`src/rtl/fir_seq_pkg.sv`:
```
// Shared state encoding and sizing helpers for the FIR pin-interface sequencer.
package fir_seq_pkg;

  localparam int DATA_W_DEF = 32;
  localparam int BYTE_W_DEF = 8;
  localparam int CNT_W      = 16;

  typedef enum logic [1:0] {
    LOAD   = 2'd0,
    START  = 2'd1,
    WAIT   = 2'd2,
    UNLOAD = 2'd3
  } seq_state_e;

  // Number of pin-side transfers per sample (NB).
  function automatic int num_bytes(input int data_w, input int byte_w);
    return data_w / byte_w;
  endfunction

  // Counter width able to index 0..n-1, never narrower than one bit.
  function automatic int idx_width(input int n);
    return (n > 1) ? $clog2(n) : 1;
  endfunction

endpackage

```
`src/rtl/fir_io_sequencer_if.sv`:
```
// Byte-wide valid/ready stream between the pin wrapper and the sequencer.
interface fir_io_sequencer_if #(
  parameter int BYTE_W = 8
) ();

  logic [BYTE_W-1:0] data;
  logic              valid;
  logic              ready;

  modport master (output data, output valid, input  ready);
  modport slave  (input  data, input  valid, output ready);

endinterface

```
`src/rtl/fir_seq_byte_packer.sv`:
```
// Byte<->word index unit: PACK=1 assembles bytes into a word, PACK=0 serializes
// a loaded word LSB first. The index returns to zero after the last byte.
module fir_seq_byte_packer
  import fir_seq_pkg::*;
#(
  parameter int DATA_W = DATA_W_DEF,
  parameter int BYTE_W = BYTE_W_DEF,
  parameter bit PACK   = 1'b1
) (
  input  logic              clk,
  input  logic              rst_n,
  input  logic              step,
  input  logic [BYTE_W-1:0] byte_in,
  input  logic              load,
  input  logic [DATA_W-1:0] word_in,
  output logic [DATA_W-1:0] word,
  output logic [BYTE_W-1:0] byte_out,
  output logic              last
);

  localparam int NB    = num_bytes(DATA_W, BYTE_W);
  localparam int IDX_W = idx_width(NB);

  logic [IDX_W-1:0] idx;

  assign last = (idx == IDX_W'(NB - 1));

  // NOTE: registers use non-blocking assignments so every flop samples
  // pre-edge values regardless of the order the simulator evaluates blocks.
  always_ff @(posedge clk) begin
    if (!rst_n) begin
      idx <= '0;
    end else if (step) begin
      idx <= last ? '0 : idx + IDX_W'(1);
    end
  end

  generate
    if (PACK) begin : g_pack
      always_ff @(posedge clk) begin
        if (!rst_n) begin
          word <= '0;
        end else if (step) begin
          word[int'(idx) * BYTE_W +: BYTE_W] <= byte_in;
        end
      end

      assign byte_out = '0;

      logic unused_pack;
      assign unused_pack = ^{load, word_in};
    end else begin : g_unpack
      // NOTE: the word register is reset even though it is data, because the
      // byte it presents is a pin-visible output with a defined reset value.
      always_ff @(posedge clk) begin
        if (!rst_n) begin
          word <= '0;
        end else if (load) begin
          word <= word_in;
        end
      end

      assign byte_out = word[int'(idx) * BYTE_W +: BYTE_W];

      logic unused_unpack;
      assign unused_unpack = ^byte_in;
    end
  endgenerate

endmodule

```
`src/rtl/fir_io_sequencer.sv`:
```
// Sequences a DATA_W-bit FIR core behind byte-wide pin streams.
// Optional WAIT watchdog enabled by defining FIR_SEQ_TIMEOUT_EN.
module fir_io_sequencer
  import fir_seq_pkg::*;
#(
  parameter int DATA_W      = DATA_W_DEF,
  parameter int BYTE_W      = BYTE_W_DEF,
  parameter int TIMEOUT_CYC = 64
) (
  input  logic                clk,
  input  logic                rst_n,
  fir_io_sequencer_if.slave   in_if,
  output logic [DATA_W-1:0]   core_x,
  output logic                core_start,
  input  logic                core_done,
  input  logic [DATA_W-1:0]   core_y,
  fir_io_sequencer_if.master  out_if,
  output logic [CNT_W-1:0]    sample_cnt,
  output logic                err
);

  seq_state_e        state;
  logic              out_valid;
  logic              in_fire;
  logic              out_fire;
  logic              pk_last;
  logic              up_last;
  logic              result_load;
  logic [BYTE_W-1:0] up_byte;
  logic [BYTE_W-1:0] unused_pk_byte;
  logic [DATA_W-1:0] unused_result;

  assign in_if.ready  = rst_n && (state == LOAD);
  assign in_fire      = in_if.valid && in_if.ready;
  assign out_fire     = out_valid && out_if.ready;
  assign result_load  = (state == WAIT) && core_done;
  assign out_if.valid = out_valid;
  assign out_if.data  = up_byte;

  fir_seq_byte_packer #(
    .DATA_W (DATA_W),
    .BYTE_W (BYTE_W),
    .PACK   (1'b1)
  ) u_packer (
    .clk      (clk),
    .rst_n    (rst_n),
    .step     (in_fire),
    .byte_in  (in_if.data),
    .load     (1'b0),
    .word_in  ('0),
    .word     (core_x),
    .byte_out (unused_pk_byte),
    .last     (pk_last)
  );

  // The unpacker's word is the result register; it only loads from WAIT.
  fir_seq_byte_packer #(
    .DATA_W (DATA_W),
    .BYTE_W (BYTE_W),
    .PACK   (1'b0)
  ) u_unpacker (
    .clk      (clk),
    .rst_n    (rst_n),
    .step     (out_fire),
    .byte_in  ('0),
    .load     (result_load),
    .word_in  (core_y),
    .word     (unused_result),
    .byte_out (up_byte),
    .last     (up_last)
  );

`ifdef FIR_SEQ_TIMEOUT_EN
  localparam int WAIT_W = idx_width(TIMEOUT_CYC);

  logic [WAIT_W-1:0] wait_cnt;
  logic              err_q;

  assign err = err_q;
`else
  logic [31:0] unused_timeout;

  assign unused_timeout = 32'(TIMEOUT_CYC);
  assign err            = 1'b0;
`endif

  always_ff @(posedge clk) begin
    if (!rst_n) begin
      state      <= LOAD;
      core_start <= 1'b0;
      out_valid  <= 1'b0;
      sample_cnt <= '0;
`ifdef FIR_SEQ_TIMEOUT_EN
      wait_cnt   <= '0;
      err_q      <= 1'b0;
`endif
    end else begin
      core_start <= 1'b0;
      case (state)
        LOAD: begin
          if (in_fire && pk_last) begin
            state      <= START;
            core_start <= 1'b1;
          end
        end
        START: begin
          state <= WAIT;
`ifdef FIR_SEQ_TIMEOUT_EN
          wait_cnt <= '0;
`endif
        end
        WAIT: begin
          // A done in the limit cycle takes priority over the watchdog.
          if (core_done) begin
            state     <= UNLOAD;
            out_valid <= 1'b1;
          end
`ifdef FIR_SEQ_TIMEOUT_EN
          else if (wait_cnt == WAIT_W'(TIMEOUT_CYC - 1)) begin
            state <= LOAD;
            err_q <= 1'b1;
          end else begin
            wait_cnt <= wait_cnt + WAIT_W'(1);
          end
`endif
        end
        UNLOAD: begin
          if (out_fire && up_last) begin
            state      <= LOAD;
            out_valid  <= 1'b0;
            sample_cnt <= sample_cnt + CNT_W'(1);
          end
        end
        default: state <= LOAD;
      endcase
    end
  end

endmodule

```
`src/flat_wrapper.sv`:
```
// flat-port wrapper written by rule: the top's interface ports become plain ports
module fir_io_sequencer_flat import fir_seq_pkg::*;
#(
  parameter int DATA_W      = DATA_W_DEF,
  parameter int BYTE_W      = BYTE_W_DEF,
  parameter int TIMEOUT_CYC = 64
)
  (clk, rst_n, core_x, core_start, core_done, core_y, sample_cnt, err, in_if_data, in_if_valid, in_if_ready, out_if_data, out_if_valid, out_if_ready);
  fir_io_sequencer_if #(.BYTE_W(BYTE_W)) in_if_i ();
  fir_io_sequencer_if #(.BYTE_W(BYTE_W)) out_if_i ();
  input  logic clk;
  input  logic rst_n;
  output logic [DATA_W-1:0] core_x;
  output logic core_start;
  input  logic core_done;
  input  logic [DATA_W-1:0] core_y;
  output logic [CNT_W-1:0] sample_cnt;
  output logic err;
  input wire logic [$bits(in_if_i.data)-1:0] in_if_data;
  input wire logic [$bits(in_if_i.valid)-1:0] in_if_valid;
  output wire logic [$bits(in_if_i.ready)-1:0] in_if_ready;
  output wire logic [$bits(out_if_i.data)-1:0] out_if_data;
  output wire logic [$bits(out_if_i.valid)-1:0] out_if_valid;
  input wire logic [$bits(out_if_i.ready)-1:0] out_if_ready;
  assign in_if_i.data = in_if_data;
  assign in_if_i.valid = in_if_valid;
  assign in_if_ready = in_if_i.ready;
  assign out_if_data = out_if_i.data;
  assign out_if_valid = out_if_i.valid;
  assign out_if_i.ready = out_if_ready;
  fir_io_sequencer #(.DATA_W(DATA_W), .BYTE_W(BYTE_W), .TIMEOUT_CYC(TIMEOUT_CYC)) u_core (.clk(clk), .rst_n(rst_n), .in_if(in_if_i), .core_x(core_x), .core_start(core_start), .core_done(core_done), .core_y(core_y), .out_if(out_if_i), .sample_cnt(sample_cnt), .err(err));
endmodule
```
`config.mk`:
```
export PLATFORM = sky130hd
export DESIGN_NAME = fir_io_sequencer_flat
export DESIGN_NICKNAME = d
export VERILOG_FILES = /design/src/rtl/fir_seq_pkg.sv /design/src/rtl/fir_io_sequencer_if.sv /design/src/rtl/fir_seq_byte_packer.sv /design/src/rtl/fir_io_sequencer.sv /design/src/flat_wrapper.sv
export SDC_FILE = /design/constraint.sdc
export NUM_CORES = 1
export LEC_CHECK = 0
export ABC_AREA = 1
export BUFFER_PORTS_ARGS = -buffer_cell sky130_fd_sc_hd__buf_2
export CELL_PAD_IN_SITES_DETAIL_PLACEMENT = 0
export CELL_PAD_IN_SITES_GLOBAL_PLACEMENT = 1
export CORE_MARGIN = 1.5
export CORE_UTILIZATION = 33
export CTS_BUF_LIST = sky130_fd_sc_hd__clkbuf_16
export CTS_CLUSTER_DIAMETER = 30
export CTS_CLUSTER_SIZE = 10
export DETAILED_ROUTE_END_ITERATION = 10
export PLACE_DENSITY_LB_ADDON = 0.1
export SLEW_MARGIN = 30
export SYNTH_ARGS = -nofsm -noshare
export SYNTH_HDL_FRONTEND = slang
export SYNTH_SLANG_ARGS = --single-unit
```
`constraint.sdc`:
```
create_clock -name clk -period 2 [get_ports clk]
set_clock_uncertainty 0.2 [all_clocks]
set_input_delay 0.3 -clock clk [delete_from_list [all_inputs] [get_ports clk]]
set_output_delay 0.3 -clock clk [all_outputs]
set_load 0.01 [all_outputs]
```
==> flow_summary.html, run 1 <==
<table>
<tr><th>Metric</th><th>Value</th></tr>
<tr><th colspan="2">Global route</th></tr>
<tr><td>Global-route wire length before repair</td><td>17600 um</td></tr>
<tr><td>Number of antenna violations at the first check in global routing</td><td>0</td></tr>
<tr><td>Largest net degree at the start of global routing</td><td>47</td></tr>
<tr><td>Vias in the first global route</td><td>3567</td></tr>
<tr><td>Aggregate global-route resource usage</td><td>18.0%</td></tr>
<tr><td>Congestion Overflow GR</td><td>0</td></tr>
<tr><th colspan="2">Power</th></tr>
<tr><td>Worst vdd ir</td><td>0.584 mV</td></tr>
<tr><td>Standby leakage power</td><td>2.18 nW</td></tr>
<tr><td>Cell Pwr Density</td><td>1080 nW/um2</td></tr>
<tr><th colspan="2">Clock tree</th></tr>
<tr><td>Latest clock arrival within the worst-skew pair</td><td>0.34 ns</td></tr>
<tr><td>Clock-pin transition on the worst setup and hold timing paths</td><td>0.06 ns</td></tr>
<tr><td>Count of H-tree levels built during CTS</td><td>3</td></tr>
<tr><td>CTS Buffer Depth</td><td>2</td></tr>
<tr><td>Number of sinks driven by the clock tree</td><td>88</td></tr>
<tr><td>Number of buffers added by the clock tree synthesis step</td><td>9</td></tr>
<tr><td>Clock root cell</td><td>sky130_fd_sc_hd__clkbuf_16</td></tr>
<tr><td>Clock tree from TritonCTS</td><td>yes</td></tr>
<tr><th colspan="2">Worst setup path</th></tr>
<tr><td>Category of the worst setup path capture point</td><td>output port</td></tr>
<tr><td>Data arrival at the endpoint of the critical path</td><td>1.42 ns</td></tr>
<tr><td>Number of buffers and inverters on the critical path</td><td>3</td></tr>
<tr><td>Critical Path Max Stage Delay</td><td>0.34 ns</td></tr>
<tr><td>Startpoint class of the critical path</td><td>register</td></tr>
<tr><td>Largest delay contributor family on the critical path</td><td>buffers and inverters</td></tr>
<tr><td>Cell chain of the critical path</td><td>buf_4 -&gt; clkinvlp_4 -&gt; o21ai_0 -&gt; o22ai_1 -&gt; buf_2</td></tr>
<tr><td>Worst-path maximum fanout</td><td>9</td></tr>
<tr><td>Cell with the largest stage delay on the worst path</td><td>sky130_fd_sc_hd__dfxtp_1</td></tr>
<tr><td>Required time at the endpoint of the critical path</td><td>1.50 ns</td></tr>
<tr><td>Type of the worst setup path</td><td>register to output port</td></tr>
<tr><th colspan="2">Place</th></tr>
<tr><td>Final weighted congestion of routability-driven global placement</td><td>0.767</td></tr>
<tr><td>Placed Cells incl. Taps</td><td>760</td></tr>
<tr><td>Placed inst area</td><td>4520 um2</td></tr>
<tr><td># port buffers</td><td>103</td></tr>
<tr><td>Post-DP HPWL</td><td>7610 um</td></tr>
<tr><th colspan="2">Yosys</th></tr>
<tr><td>Predominant post-synthesis flop cell</td><td>sky130_fd_sc_hd__dfxtp_1</td></tr>
<tr><td>Cell type contributing the most total cell area after synthesis</td><td>sky130_fd_sc_hd__dfxtp_1</td></tr>
<tr><td>Most common cell in the synthesized netlist</td><td>sky130_fd_sc_hd__nor2_1</td></tr>
<tr><td>Fraction of registers with async set/reset</td><td>0%</td></tr>
<tr><td>Number of cells produced by synthesis</td><td>524</td></tr>
<tr><td>Post-Synthesis Mean Instance Area</td><td>7.30 um2</td></tr>
<tr><td>Cell types occupying the most area after synthesis</td><td>sky130_fd_sc_hd__dfxtp_1 46%, sky130_fd_sc_hd__nor2_1 13%, sky130_fd_sc_hd__o21ai_0 10%</td></tr>
<tr><td>Synth Net Count</td><td>580</td></tr>
<tr><td>Number of synthesized flops with an enable pin</td><td>0</td></tr>
<tr><td>Synthesized area</td><td>3820 um2</td></tr>
<tr><td>Share of the yosys chip area belonging to registers</td><td>46.1%</td></tr>
<tr><td>Synthesized flop and latch total</td><td>88</td></tr>
<tr><td>Count of cell types in the netlist</td><td>25</td></tr>
<tr><td>YS warnings</td><td>0</td></tr>
<tr><td>Synth cell count leaders</td><td>130 x sky130_fd_sc_hd__nor2_1, 88 x sky130_fd_sc_hd__dfxtp_1, 80 x sky130_fd_sc_hd__o21ai_0</td></tr>
<tr><td>Fraction of post-synthesis cell area in the top cell type by area</td><td>46.1%</td></tr>
<tr><th colspan="2">Timing</th></tr>
<tr><td>Final max-slew violation count</td><td>0</td></tr>
<tr><td>Min Clock Period, post-route</td><td>1.92 ns</td></tr>
<tr><td>Final worst hold slack</td><td>0.00811 ns</td></tr>
<tr><td>Final Hold Violating Endpoints</td><td>0</td></tr>
<tr><td>Crit share post-route</td><td>96.1%</td></tr>
<tr><td>Max Freq</td><td>520 MHz</td></tr>
<tr><td>Finish-stage setup viols</td><td>0</td></tr>
<tr><td>Unrepaired setup endpoints after global routing</td><td>yes</td></tr>
<tr><th colspan="2">Cells and area</th></tr>
<tr><td>Layout cell share with drive strength beyond 1</td><td>23.8%</td></tr>
<tr><td>Non-filler instance count after layout</td><td>781</td></tr>
<tr><td># diodes</td><td>0</td></tr>
<tr><td>Net count, final</td><td>690</td></tr>
<tr><td>Design Area, Final</td><td>4900 um2</td></tr>
<tr><td>Area Growth Syn to Fin</td><td>28.0%</td></tr>
<tr><th colspan="2">Route</th></tr>
<tr><td>Drt first pass iters</td><td>6</td></tr>
<tr><td>Routed WL</td><td>10800 um</td></tr>
<tr><td>Average wire per standard cell</td><td>13.9 um</td></tr>
<tr><td>DRC Markers</td><td>0</td></tr>
<tr><td>Vias</td><td>3750</td></tr>
<tr><td>Remaining antenna violation count after routing</td><td>0</td></tr>
<tr><td>Vias per Instance</td><td>4.80</td></tr>
<tr><td>Detailed router's first-iteration violation count</td><td>184</td></tr>
<tr><th colspan="2">Floorplanning</th></tr>
<tr><td>Die area</td><td>12200 um2</td></tr>
<tr><td>Initial Util</td><td>33.6%</td></tr>
<tr><td>Die Wd</td><td>111 um</td></tr>
<tr><td>Area of the core region</td><td>11400 um2</td></tr>
<tr><td>Number of placed I/O pins</td><td>105</td></tr>
<tr><td>Floorplan die height</td><td>111 um</td></tr>
<tr><td>FP Rows</td><td>39</td></tr>
<tr><th colspan="2">Worst hold path</th></tr>
<tr><td>Path class of the lowest-slack min-delay path</td><td>input pin to register</td></tr>
<tr><th colspan="2">Flow run</th></tr>
<tr><td>Number of maximum-capacitance constraint violations</td><td>0</td></tr>
<tr><th colspan="2">Run status</th></tr>
<tr><td>Outcome</td><td>complete, no violations</td></tr>
</table>
-- path summary, 6_finish.rpt --
check	from	end	slack, ns	cells past startpoint
min	core_y[25]	u_core.u_unpacker.word[25]	0.008	3
max reg2reg	u_core.state[1]	u_core.u_packer.word[12]	0.22	9
min reg2reg	u_core.u_packer.word[22]	u_core.u_packer.word[22]	0.26	2
max	u_core.u_unpacker.idx[1]	out_if_data[4]	0.08	5
-- sequential cells by signal, indices dropped and copies added, names as in the netlist --
register                count
u_core.core_start           1
u_core.out_if.valid         1
u_core.sample_cnt          16
u_core.state                2
u_core.u_packer.idx         2
u_core.u_packer.word       32
u_core.u_unpacker.idx       2
u_core.u_unpacker.word     32
-- final cells by class --
class,instances,area [um2]
well taps,143,179
fillers,1215,6470
multi-input cells,379,1830
flip-flops and latches,88,1770
clock inverters,6,85.1
inverters,35,139
clock buffers,9,225
repair buffers,121,674
-- cells by family (layout without fill, tap and decap cells) --
| family | count (synthesis) | after routing | synth area share, % |
|---|---|---|---|
| other | 1 | 1 | 0.0981 |
| buffers and inverters | 57 | 171 | 6.12 |
| adders and majority gates | 11 | 11 | 3.60 |
| AOI/OAI and AO/OA | 131 | 131 | 17.9 |
| and+or+nand+nor | 235 | 235 | 25.9 |
| DFF | 88 | 88 | 46.1 |
| xor gates and xnor gates | 1 | 1 | 0.229 |
-- metal layers --
| layer | global-route usage [%] | part of all wire [%] | vias to the layer above |
|---|---|---|---|
| li1 | - | - | 1932 |
| met1 | 24.1 | 49 | 1720 |
| met2 | 27.7 | 44 | 84 |
| met3 | 4.67 | 5.1 | 14 |
| met4 | 7.44 | 1.6 | 0 |
| met5 | 0 | 0 | - |
-- power breakdown --
group / total, mW / switching (mW) / internal, mW
clock: 1.78 / 0.698 / 1.08
sequential: 2.10 / 0.129 / 1.97
combinational: 1.40 / 0.887 / 0.509
total: 5.27 / 1.71 / 3.56
-- worst min-delay path: stages --
cell                      delay, ns
sky130_fd_sc_hd__buf_2         0.07
sky130_fd_sc_hd__o21ai_0       0.07
sky130_fd_sc_hd__nor2_1        0.07
-- per-stage QoR --
stage	utilization (%)	setup slack [ns]	total power, mW	TNS, ns
detailed placement	39.7	0.248	3.52	0
finish	43.1	0.0771	5.27	0
CTS	43.0	0.0562	5.35	0
floorplan	-	0.134	3.04	0
global route	43.1	-0.00240	5.61	-0.00354
global placement	39.7	0.282	3.49	0
-- cells in the final DEF, fill, tap and decap left out, drive strengths merged --
master       netlist  final
clkbuf            12      9
o22ai              8      8
o21bai             2      2
nand3b             1      1
inv               35     33
a21oi             35     35
nand3             21     21
nand2             66     66
nand4              4      4
clkinv             0      3
nor2             135    135
dfxtp             88     88
dlygate4sd3        0      3
o211a              3      3
o21ai             83     83
buf               10    118
clkinvlp           0      3
bufinv             0      2
nor3               8      8
xnor2              1      1
conb               1      1
ha                11     11
-- timing repair --
item	CTS	global route
hold buffers	3	0
buffers inserted	3	0
gates resized for setup	4	2
hold endpoints to repair	3	0
endpoints found under the setup margin	8	2
No activity file was read; power rests on OpenSTA's default activity.
==> run 2, diff against run 1 <==
--- a/config.mk
+++ b/config.mk
@@ -10,13 +10,14 @@
 export CELL_PAD_IN_SITES_DETAIL_PLACEMENT = 0
 export CELL_PAD_IN_SITES_GLOBAL_PLACEMENT = 1
 export CORE_MARGIN = 1.5
-export CORE_UTILIZATION = 33
+export CORE_UTILIZATION = 34
 export CTS_BUF_LIST = sky130_fd_sc_hd__clkbuf_16
 export CTS_CLUSTER_DIAMETER = 30
 export CTS_CLUSTER_SIZE = 10
 export DETAILED_ROUTE_END_ITERATION = 10
 export PLACE_DENSITY_LB_ADDON = 0.1
-export SLEW_MARGIN = 30
+export SLEW_MARGIN = 10
 export SYNTH_ARGS = -nofsm -noshare
 export SYNTH_HDL_FRONTEND = slang
+export SYNTH_HIERARCHICAL = 1
 export SYNTH_SLANG_ARGS = --single-unit
==> run 2 against run 1 <==
Net effect: via count increased by 10%; sequential cell count unchanged; critical path depth increased by 1; cell area increased by 13%; register-to-register slack improved by 0.03 ns; count of clock-buffer cells in the layout unchanged; largest cell class unchanged.
==> flow_summary.html, run 2 <==
<table>
<tr><th>Metric</th><th>Value</th></tr>
<tr><th colspan="2">Global route</th></tr>
<tr><td>Number of antenna violations at the first check in global routing</td><td>0 (unchanged)</td></tr>
<tr><td>Aggregate global-route resource usage</td><td>17.7% (-0.28 points)</td></tr>
<tr><td>Congestion Overflow GR</td><td>0 (unchanged)</td></tr>
<tr><td>Vias in the first global route</td><td>3815 (+7.0%)</td></tr>
<tr><td>Global-route wire length before repair</td><td>18300 um (+3.5%)</td></tr>
<tr><td>Largest net degree at the start of global routing</td><td>38 (-19%)</td></tr>
<tr><th colspan="2">Timing</th></tr>
<tr><td>Final worst hold slack</td><td>0.00994 ns (+0.00183 ns)</td></tr>
<tr><td>Final max-slew violation count</td><td>0 (unchanged)</td></tr>
<tr><td>Crit share post-route</td><td>94.8% (-1.4 points)</td></tr>
<tr><td>Unrepaired setup endpoints after global routing</td><td>no</td></tr>
<tr><td>Min Clock Period, post-route</td><td>1.90 ns (-0.0272 ns)</td></tr>
<tr><td>Finish-stage setup viols</td><td>0 (unchanged)</td></tr>
<tr><td>Sum of negative setup slack</td><td>0 ns (unchanged)</td></tr>
<tr><td>Final Hold Violating Endpoints</td><td>0 (unchanged)</td></tr>
<tr><td>Max Freq</td><td>528 MHz (+1.4%)</td></tr>
<tr><th colspan="2">Flow run</th></tr>
<tr><td>Number of maximum-capacitance constraint violations</td><td>0 (unchanged)</td></tr>
<tr><th colspan="2">Cells and area</th></tr>
<tr><td>Leading cell types in the layout, fill and taps excluded</td><td>131 x sky130_fd_sc_hd__nand2_1, 120 x sky130_fd_sc_hd__nor2_1, 103 x sky130_fd_sc_hd__buf_2</td></tr>
<tr><td>Layout cell share with drive strength beyond 1</td><td>21.1% (-2.7 points)</td></tr>
<tr><td>Commonest non-fill, non-tap cell in the layout</td><td>sky130_fd_sc_hd__nand2_1</td></tr>
<tr><td>Registers with the most flip-flops</td><td>u_core/u_packer/word (32), u_core/u_unpacker/word (32), u_core/sample_cnt (16)</td></tr>
<tr><td>Area Growth Syn to Fin</td><td>29.9%</td></tr>
<tr><td># diodes</td><td>0 (unchanged)</td></tr>
<tr><td>Net count, final</td><td>804 (+17%)</td></tr>
<tr><td>Number of filler instances in the final layout</td><td>1303 (+7.2%)</td></tr>
<tr><td>Reg area</td><td>1760 um2 (-0.21%)</td></tr>
<tr><td>Area taken by multi-input logic gates</td><td>2010 um2 (+9.9%)</td></tr>
<tr><th colspan="2">Place</th></tr>
<tr><td># port buffers</td><td>103 (unchanged)</td></tr>
<tr><td>Final weighted congestion of routability-driven global placement</td><td>0.768 (about the same)</td></tr>
<tr><td>Post-DP HPWL</td><td>8150 um (+7.1%)</td></tr>
<tr><th colspan="2">Floorplanning</th></tr>
<tr><td>Die Wd</td><td>115 um (+3.8%)</td></tr>
<tr><td>FP Rows</td><td>40 (+2.6%)</td></tr>
<tr><td>Number of placed I/O pins</td><td>105 (unchanged)</td></tr>
<tr><td>Floorplan die height</td><td>115 um (+3.8%)</td></tr>
<tr><td>Initial Util</td><td>35.1% (+1.5 points)</td></tr>
<tr><td>Die area</td><td>13200 um2 (+7.7%)</td></tr>
<tr><td>Area of the core region</td><td>12100 um2 (+6.5%)</td></tr>
<tr><th colspan="2">Worst setup path</th></tr>
<tr><td>Worst setup path start</td><td>u_core/u_unpacker/idx[0]</td></tr>
<tr><td>Worst-path maximum fanout</td><td>18 (+9)</td></tr>
<tr><td>Category of the worst setup path capture point</td><td>output port</td></tr>
<tr><td>Critical Path Sink</td><td>out_if_data[2]</td></tr>
<tr><td>Startpoint class of the critical path</td><td>register</td></tr>
<tr><td>Required time at the endpoint of the critical path</td><td>1.50 ns (about the same)</td></tr>
<tr><td>Critical register-to-register path endpoint</td><td>u_core/u_packer/word[6]</td></tr>
<tr><td>Data arrival at the endpoint of the critical path</td><td>1.40 ns (-0.02 ns)</td></tr>
<tr><td>Type of the worst setup path</td><td>register to output port</td></tr>
<tr><td>Number of cells on the worst reg-to-reg path</td><td>10 (+1)</td></tr>
<tr><td>Crit Reg-Reg Startpoint</td><td>u_core/state[0]</td></tr>
<tr><td>Minimum setup slack among reg-to-reg paths</td><td>0.25 ns (+0.03 ns)</td></tr>
<tr><th colspan="2">Power</th></tr>
<tr><td>Worst vdd ir</td><td>0.486 mV (-17%)</td></tr>
<tr><td>Int Pwr</td><td>3.55 mW (-0.16%)</td></tr>
<tr><td>Sw frac</td><td>30.4% (-2.1 points)</td></tr>
<tr><td>Cell Pwr Density</td><td>924 nW/um2 (-14%)</td></tr>
<tr><td>Relative contribution of sequential cells to total power</td><td>39.2% (-0.6 points)</td></tr>
<tr><td>Clk network pwr share</td><td>38.3% (+4.5 points)</td></tr>
<tr><td>Standby leakage power</td><td>2.64 nW (+21%)</td></tr>
<tr><td>Logic pwr share</td><td>22.5% (-4.0 points)</td></tr>
<tr><td>Switch Pwr</td><td>1.55 mW (-9.6%)</td></tr>
<tr><th colspan="2">Clock tree</th></tr>
<tr><td>Count of H-tree levels built during CTS</td><td>3 (unchanged)</td></tr>
<tr><td>Clock root cell</td><td>sky130_fd_sc_hd__clkbuf_16</td></tr>
<tr><td>Clock tree from TritonCTS</td><td>yes</td></tr>
<tr><td>Latest clock arrival within the worst-skew pair</td><td>0.34 ns (about the same)</td></tr>
<tr><td>Number of buffers added by the clock tree synthesis step</td><td>9 (unchanged)</td></tr>
<tr><td>Clock-pin transition on the worst setup and hold timing paths</td><td>0.06 ns (about the same)</td></tr>
<tr><td>CTS Buffer Depth</td><td>2 (unchanged)</td></tr>
<tr><td>Buffer count from post-CTS setup fixing</td><td>0 (-3)</td></tr>
<tr><td>Number of sinks driven by the clock tree</td><td>88 (unchanged)</td></tr>
<tr><th colspan="2">Yosys</th></tr>
<tr><td>Number of cells produced by synthesis</td><td>619 (+18%)</td></tr>
<tr><td>YS warnings</td><td>6 (+6)</td></tr>
<tr><td>Synth Net Count</td><td>675 (+16%)</td></tr>
<tr><td>Post-Synthesis Mean Instance Area</td><td>6.87 um2 (-5.9%)</td></tr>
<tr><td>Synthesized area</td><td>4250 um2 (+11%)</td></tr>
<tr><th colspan="2">Route</th></tr>
<tr><td>Vias per Instance</td><td>4.48 (-6.7%)</td></tr>
<tr><td>DRC Markers</td><td>0 (unchanged)</td></tr>
<tr><td>Drt first pass iters</td><td>4 (-2)</td></tr>
<tr><td>Average wire per standard cell</td><td>12.4 um (-11%)</td></tr>
<tr><td>Vias</td><td>4126 (+10%)</td></tr>
<tr><td>Detailed router's first-iteration violation count</td><td>200 (+8.7%)</td></tr>
<tr><td>Remaining antenna violation count after routing</td><td>0 (unchanged)</td></tr>
<tr><td>Routed WL</td><td>11400 um (+5.2%)</td></tr>
<tr><th colspan="2">Worst hold path</th></tr>
<tr><td>Path class of the lowest-slack min-delay path</td><td>input pin to register</td></tr>
<tr><th colspan="2">Run status</th></tr>
<tr><td>Outcome</td><td>complete, no violations</td></tr>
</table>
## run 2: cell count changes in the layout (fill, tap and decap cells not counted), sizes merged, moves of 8 or more
cell	previous run	this run
nand2	66	143
inv	33	87
o21ai	83	50
dlygate4sd3	3	26
nand3	21	34
a21oi	35	43
o22ai	8	0
## run 2: stage by stage
stage | utilization, % | total power [mW] | instance area, um2 | setup WS [ns] | cells
finish | 45.6 | 5.10 | 5520 | 0.104 | 921
global route | 45.6 | 5.43 | 5520 | 0.0188 | 921
floorplan | - | 2.84 | 4250 | 0.199 | 619
CTS | 45.4 | 5.17 | 5500 | 0.0150 | 921
detailed placement | 40.5 | 3.15 | 4900 | 0.217 | 879
global placement | 40.5 | 3.14 | 4900 | 0.296 | 879
## run 2: critical path: stages (launching register included)
cell,delay [ns]
sky130_fd_sc_hd__dfxtp_1,0.35
sky130_fd_sc_hd__buf_6,0.21
sky130_fd_sc_hd__inv_6,0.11
sky130_fd_sc_hd__nand2_2,0.07
sky130_fd_sc_hd__nand3_1,0.09
sky130_fd_sc_hd__nand2_1,0.09
sky130_fd_sc_hd__buf_2,0.13
## run 2: layer usage
metal  global-route usage (%)  part of all wire [%]  up-vias
met4                     7.08                   1.6        0
met5                        0                     0        -
met2                     29.0                    46       96
met3                     3.32                   4.0       10
li1                         -                     -     2181
met1                     23.3                    48     1839
## run 2: how the worst min path moves through the flow
| stage | start | end | slack, ns | depth (start not counted) |
|---|---|---|---|---|
| 2_1_floorplan | rst_n | u_core/u_unpacker/idx[0] | 0.22 | 2 |
| 3_3_place_gp | u_core/u_packer/word[26] | u_core/u_packer/word[26] | 0.25 | 2 |
| 3_5_place_dp | u_core/u_packer/word[30] | u_core/u_packer/word[30] | 0.25 | 2 |
| 4_1_cts | core_y[0] | u_core/u_unpacker/word[0] | 0.003 | 3 |
| 5_1_grt | core_y[23] | u_core/u_unpacker/word[23] | 0.01 | 3 |
| 6_report | core_y[0] | u_core/u_unpacker/word[0] | 0.01 | 3 |
## run 2: layout make-up
type	instances	share of cell area [%]
multi-input combinational	424	36.4
sequential	88	31.9
timing repair buffer	138	15.6
clock inverter	7	2.15
inverter	87	6.07
clock buffer	9	4.08
tap	168	3.81
## run 2: power by group through the flow
stage / clock network (mW) / registers (mW) / logic (mW)
floorplan: 0 / 2.04 / 0.799
global placement: 0 / 2.04 / 1.10
detailed placement: 0 / 2.04 / 1.11
CTS: 2.01 / 2.00 / 1.16
global route: 2.09 / 2.02 / 1.32
finish: 1.95 / 2.00 / 1.15
## run 2: what timing repair did
action / 4_1_cts / 5_1_grt
endpoints found under the setup margin: 0 / 9
hold buffers: 26 / 0
resized for setup: 0 / 5
endpoints found under the hold margin: 26 / 0
==> run 3, diff against run 2 <==
--- a/config.mk
+++ b/config.mk
@@ -5,12 +5,11 @@
 export SDC_FILE = /design/constraint.sdc
 export NUM_CORES = 1
 export LEC_CHECK = 0
-export ABC_AREA = 1
 export BUFFER_PORTS_ARGS = -buffer_cell sky130_fd_sc_hd__buf_2
 export CELL_PAD_IN_SITES_DETAIL_PLACEMENT = 0
 export CELL_PAD_IN_SITES_GLOBAL_PLACEMENT = 1
 export CORE_MARGIN = 1.5
-export CORE_UTILIZATION = 34
+export CORE_UTILIZATION = 36
 export CTS_BUF_LIST = sky130_fd_sc_hd__clkbuf_16
 export CTS_CLUSTER_DIAMETER = 30
 export CTS_CLUSTER_SIZE = 10
@@ -21,3 +20,4 @@
 export SYNTH_HDL_FRONTEND = slang
 export SYNTH_HIERARCHICAL = 1
 export SYNTH_SLANG_ARGS = --single-unit
+export TNS_END_PERCENT = 30
==> run 3 against run 2 <==
Net effect: non-clock buffer count decreased by 8; synthesized area decreased by 11%; synthesized cell count down 41%; core utilization is 2.6 points higher; sequential share of layout area increased by 3.8 points; cell count fell by 31%; setup slack worse by 0.081 ns.
==> flow_summary.html, run 3 <==
<table>
<tr><th>Metric</th><th>Value</th></tr>
<tr><th colspan="2">Run status</th></tr>
<tr><td>Outcome</td><td>complete, no violations</td></tr>
<tr><th colspan="2">Power</th></tr>
<tr><td>Tot Pwr</td><td>3.56 mW (-30%)</td></tr>
<tr><td>Sw frac</td><td>23.7% (-6.7 points)</td></tr>
<tr><td>Cell Pwr Density</td><td>719 nW/um2 (-22%)</td></tr>
<tr><td>Switch Pwr</td><td>0.843 mW (-46%)</td></tr>
<tr><td>Standby leakage power</td><td>2.07 nW (-22%)</td></tr>
<tr><td>Logic pwr share</td><td>7.1% (-15 points)</td></tr>
<tr><td>Clk network pwr share</td><td>43.1% (+4.8 points)</td></tr>
<tr><td>Int Pwr</td><td>2.72 mW (-23%)</td></tr>
<tr><td>Worst vdd ir</td><td>0.347 mV (-29%)</td></tr>
<tr><td>Relative contribution of sequential cells to total power</td><td>49.8% (+11 points)</td></tr>
<tr><th colspan="2">Clock tree</th></tr>
<tr><td>Count of H-tree levels built during CTS</td><td>3 (unchanged)</td></tr>
<tr><td>Number of buffers added by the clock tree synthesis step</td><td>9 (unchanged)</td></tr>
<tr><td>Number of sinks driven by the clock tree</td><td>88 (unchanged)</td></tr>
<tr><td>Clock tree from TritonCTS</td><td>yes</td></tr>
<tr><td>Clock root cell</td><td>sky130_fd_sc_hd__clkbuf_16</td></tr>
<tr><td>Latest clock arrival within the worst-skew pair</td><td>0.33 ns (about the same)</td></tr>
<tr><td>Clock-pin transition on the worst setup and hold timing paths</td><td>0.07 ns (about the same)</td></tr>
<tr><td>CTS Buffer Depth</td><td>2 (unchanged)</td></tr>
<tr><th colspan="2">Worst setup path</th></tr>
<tr><td>Cell with the largest stage delay on the worst path</td><td>sky130_fd_sc_hd__mux4_2</td></tr>
<tr><td>Largest delay contributor family on the critical path</td><td>multiplexers</td></tr>
<tr><td>Number of buffers and inverters on the critical path</td><td>2 (-1)</td></tr>
<tr><td>Number of cells on the worst reg-to-reg path</td><td>5 (-5)</td></tr>
<tr><td>Worst-path maximum fanout</td><td>5 (-13)</td></tr>
<tr><td>Cell chain of the critical path</td><td>buf_8 -&gt; mux4_2 -&gt; buf_6</td></tr>
<tr><td>Crit Reg-Reg Startpoint</td><td>u_core/state[1]</td></tr>
<tr><td>Critical Path Max Stage Delay</td><td>0.51 ns (+0.16 ns)</td></tr>
<tr><td>Critical register-to-register path endpoint</td><td>u_core/sample_cnt[10]</td></tr>
<tr><td>Category of the worst setup path capture point</td><td>output port</td></tr>
<tr><td>Critical Path Sink</td><td>out_if_data[7]</td></tr>
<tr><td>Data arrival at the endpoint of the critical path</td><td>1.48 ns (+0.08 ns)</td></tr>
<tr><td>Worst setup path start</td><td>u_core/u_unpacker/idx[0]</td></tr>
<tr><td>Minimum setup slack among reg-to-reg paths</td><td>0.14 ns (-0.11 ns)</td></tr>
<tr><td>Startpoint class of the critical path</td><td>register</td></tr>
<tr><td>Type of the worst setup path</td><td>register to output port</td></tr>
<tr><td>Required time at the endpoint of the critical path</td><td>1.50 ns (about the same)</td></tr>
<tr><td>Number of cells on the critical path</td><td>3 (-3)</td></tr>
<tr><th colspan="2">Route</th></tr>
<tr><td>Average wire per standard cell</td><td>14.2 um (+15%)</td></tr>
<tr><td>Drt first pass iters</td><td>6 (+2)</td></tr>
<tr><td>Remaining antenna violation count after routing</td><td>0 (unchanged)</td></tr>
<tr><td>Routed WL</td><td>8990 um (-21%)</td></tr>
<tr><td>Vias</td><td>3089 (-25%)</td></tr>
<tr><td>Vias per Instance</td><td>4.90 (+9.3%)</td></tr>
<tr><td>Detailed router's first-iteration violation count</td><td>121 (-40%)</td></tr>
<tr><td>DRC Markers</td><td>0 (unchanged)</td></tr>
<tr><th colspan="2">Floorplanning</th></tr>
<tr><td>Number of placed I/O pins</td><td>105 (unchanged)</td></tr>
<tr><td>Die Wd</td><td>106 um (-7.9%)</td></tr>
<tr><td>Area of the core region</td><td>10300 um2 (-15%)</td></tr>
<tr><td>Initial Util</td><td>36.9% (+1.9 points)</td></tr>
<tr><td>Die area</td><td>11200 um2 (-15%)</td></tr>
<tr><td>FP Rows</td><td>37 (-7.5%)</td></tr>
<tr><td>Floorplan die height</td><td>106 um (-7.9%)</td></tr>
<tr><th colspan="2">Place</th></tr>
<tr><td>Final weighted congestion of routability-driven global placement</td><td>0.747 (-2.6%)</td></tr>
<tr><td>Post-DP HPWL</td><td>6340 um (-22%)</td></tr>
<tr><td>Placed Cells incl. Taps</td><td>606 (-31%)</td></tr>
<tr><td># port buffers</td><td>103 (unchanged)</td></tr>
<tr><th colspan="2">Global route</th></tr>
<tr><td>Global-route wire length before repair</td><td>14600 um (-20%)</td></tr>
<tr><td>Vias in the first global route</td><td>2893 (-24%)</td></tr>
<tr><td>Aggregate global-route resource usage</td><td>16.4% (-1.3 points)</td></tr>
<tr><td>Congestion Overflow GR</td><td>0 (unchanged)</td></tr>
<tr><td>Largest net degree at the start of global routing</td><td>35 (-7.9%)</td></tr>
<tr><td>Number of antenna violations at the first check in global routing</td><td>0 (unchanged)</td></tr>
<tr><th colspan="2">Cells and area</th></tr>
<tr><td>Non-filler instance count after layout</td><td>631 (-31%)</td></tr>
<tr><td># diodes</td><td>0 (unchanged)</td></tr>
<tr><td>Commonest non-fill, non-tap cell in the layout</td><td>sky130_fd_sc_hd__buf_2</td></tr>
<tr><td>Area Growth Syn to Fin</td><td>30.4%</td></tr>
<tr><td>Net count, final</td><td>546 (-32%)</td></tr>
<tr><td>Leading cell types in the layout, fill and taps excluded</td><td>99 x sky130_fd_sc_hd__buf_2, 87 x sky130_fd_sc_hd__dfxtp_1, 44 x sky130_fd_sc_hd__nor2_1</td></tr>
<tr><td>Registers with the most flip-flops</td><td>u_core/u_packer/word (32), u_core/u_unpacker/word (32), u_core/sample_cnt (16)</td></tr>
<tr><td>Layout cell share with drive strength beyond 1</td><td>32.1% (+11 points)</td></tr>
<tr><th colspan="2">Yosys</th></tr>
<tr><td>Synthesized area</td><td>3800 um2 (-11%)</td></tr>
<tr><td>Number of cells produced by synthesis</td><td>366 (-41%)</td></tr>
<tr><td>Post-Synthesis Mean Instance Area</td><td>10.4 um2 (+51%)</td></tr>
<tr><td>Synth Net Count</td><td>422 (-37%)</td></tr>
<tr><td>YS warnings</td><td>6 (unchanged)</td></tr>
<tr><th colspan="2">Timing</th></tr>
<tr><td>Min Clock Period, post-route</td><td>1.98 ns (+0.0805 ns)</td></tr>
<tr><td>Pin slew with the least headroom to its limit</td><td>0.508 ns</td></tr>
<tr><td>Unrepaired setup endpoints after global routing</td><td>yes</td></tr>
<tr><td>Final max-slew violation count</td><td>0 (unchanged)</td></tr>
<tr><td>Max Freq</td><td>506 MHz (-4.1%)</td></tr>
<tr><td>Crit share post-route</td><td>98.8% (+4.0 points)</td></tr>
<tr><td>Worst slew margin</td><td>66.0%</td></tr>
<tr><td>Sum of negative setup slack</td><td>0 ns (unchanged)</td></tr>
<tr><td>Finish-stage setup viols</td><td>0 (unchanged)</td></tr>
<tr><td>Final Hold Violating Endpoints</td><td>0 (unchanged)</td></tr>
<tr><th colspan="2">Worst hold path</th></tr>
<tr><td>Origin of the worst min-delay path</td><td>core_y[29]</td></tr>
<tr><td>Path class of the lowest-slack min-delay path</td><td>input pin to register</td></tr>
<tr><th colspan="2">Flow run</th></tr>
<tr><td>Number of maximum-capacitance constraint violations</td><td>0 (unchanged)</td></tr>
</table>
-- run 3: layout make-up --
| type | count | area (um2) |
|---|---|---|
| fillers | 1024 | 5330 |
| multi-input cells | 254 | 1920 |
| flip-flops and latches | 88 | 1770 |
| repair buffers | 130 | 800 |
| clock buffers | 9 | 225 |
| well taps | 136 | 170 |
| clock inverters | 7 | 47.5 |
| inverters | 7 | 26.3 |
-- run 3: metal layers --
metal	wire length [um]	global-route usage, %	up-vias
li1	-	-	1551
met1	4470	22.8	1446
met2	3940	25.0	85
met3	455	3.59	7
met4	127	6.08	0
met5	0	0	-
-- run 3: timing repair --
action / in CTS / in global routing
gates cloned: 1 / 0
hold buffers: 8 / 0
hold endpoints to repair: 8 / 0
buffers inserted: 0 / 0
setup endpoints to repair: 16 / 43
gates resized for setup: 7 / 7
pin swaps: 0 / 0
-- run 3: worst min-delay path by stage --
stage                                       endpoint  slack, ns  cells past startpoint
after floorplan              u_core/u_packer/word[0]       0.23                      1
after global placement      u_core/u_packer/word[15]       0.24                      2
after detailed placement     u_core/u_packer/word[8]       0.25                      2
after CTS                 u_core/u_unpacker/word[21]   0.000005                      3
after global routing      u_core/u_unpacker/word[18]       0.01                      3
final                     u_core/u_unpacker/word[29]      0.003                      3
-- run 3: power by group through the flow --
stage | sequential [mW] | clock, mW | combinational (mW)
2_1_floorplan | 1.82 | 0 | 0.120
3_3_place_gp | 1.81 | 0 | 0.235
3_5_place_dp | 1.81 | 0 | 0.238
4_1_cts | 1.77 | 1.58 | 0.252
5_1_grt | 1.77 | 1.65 | 0.277
6_report | 1.77 | 1.54 | 0.252
-- run 3: tightest hold or removal path: cells and delay by family --
kind          cells  cell delay, ns
simple gates      1            0.07
buf+inv           1            0.07
mux               1            0.05
-- run 3: per-stage QoR --
stage | setup WS [ns] | cell area [um2] | util [%] | hold slack (ns)
2_1_floorplan | 0.0932 | 3800 | - | 0.233
3_3_place_gp | 0.0582 | 4540 | 44.2 | 0.240
3_5_place_dp | -0.0162 | 4540 | 44.2 | 0.246
4_1_cts | -0.0169 | 4930 | 47.9 | 0.00000505
5_1_grt | -0.0283 | 4950 | 48.2 | 0.0134
6_report | 0.0238 | 4950 | 48.2 | 0.00288
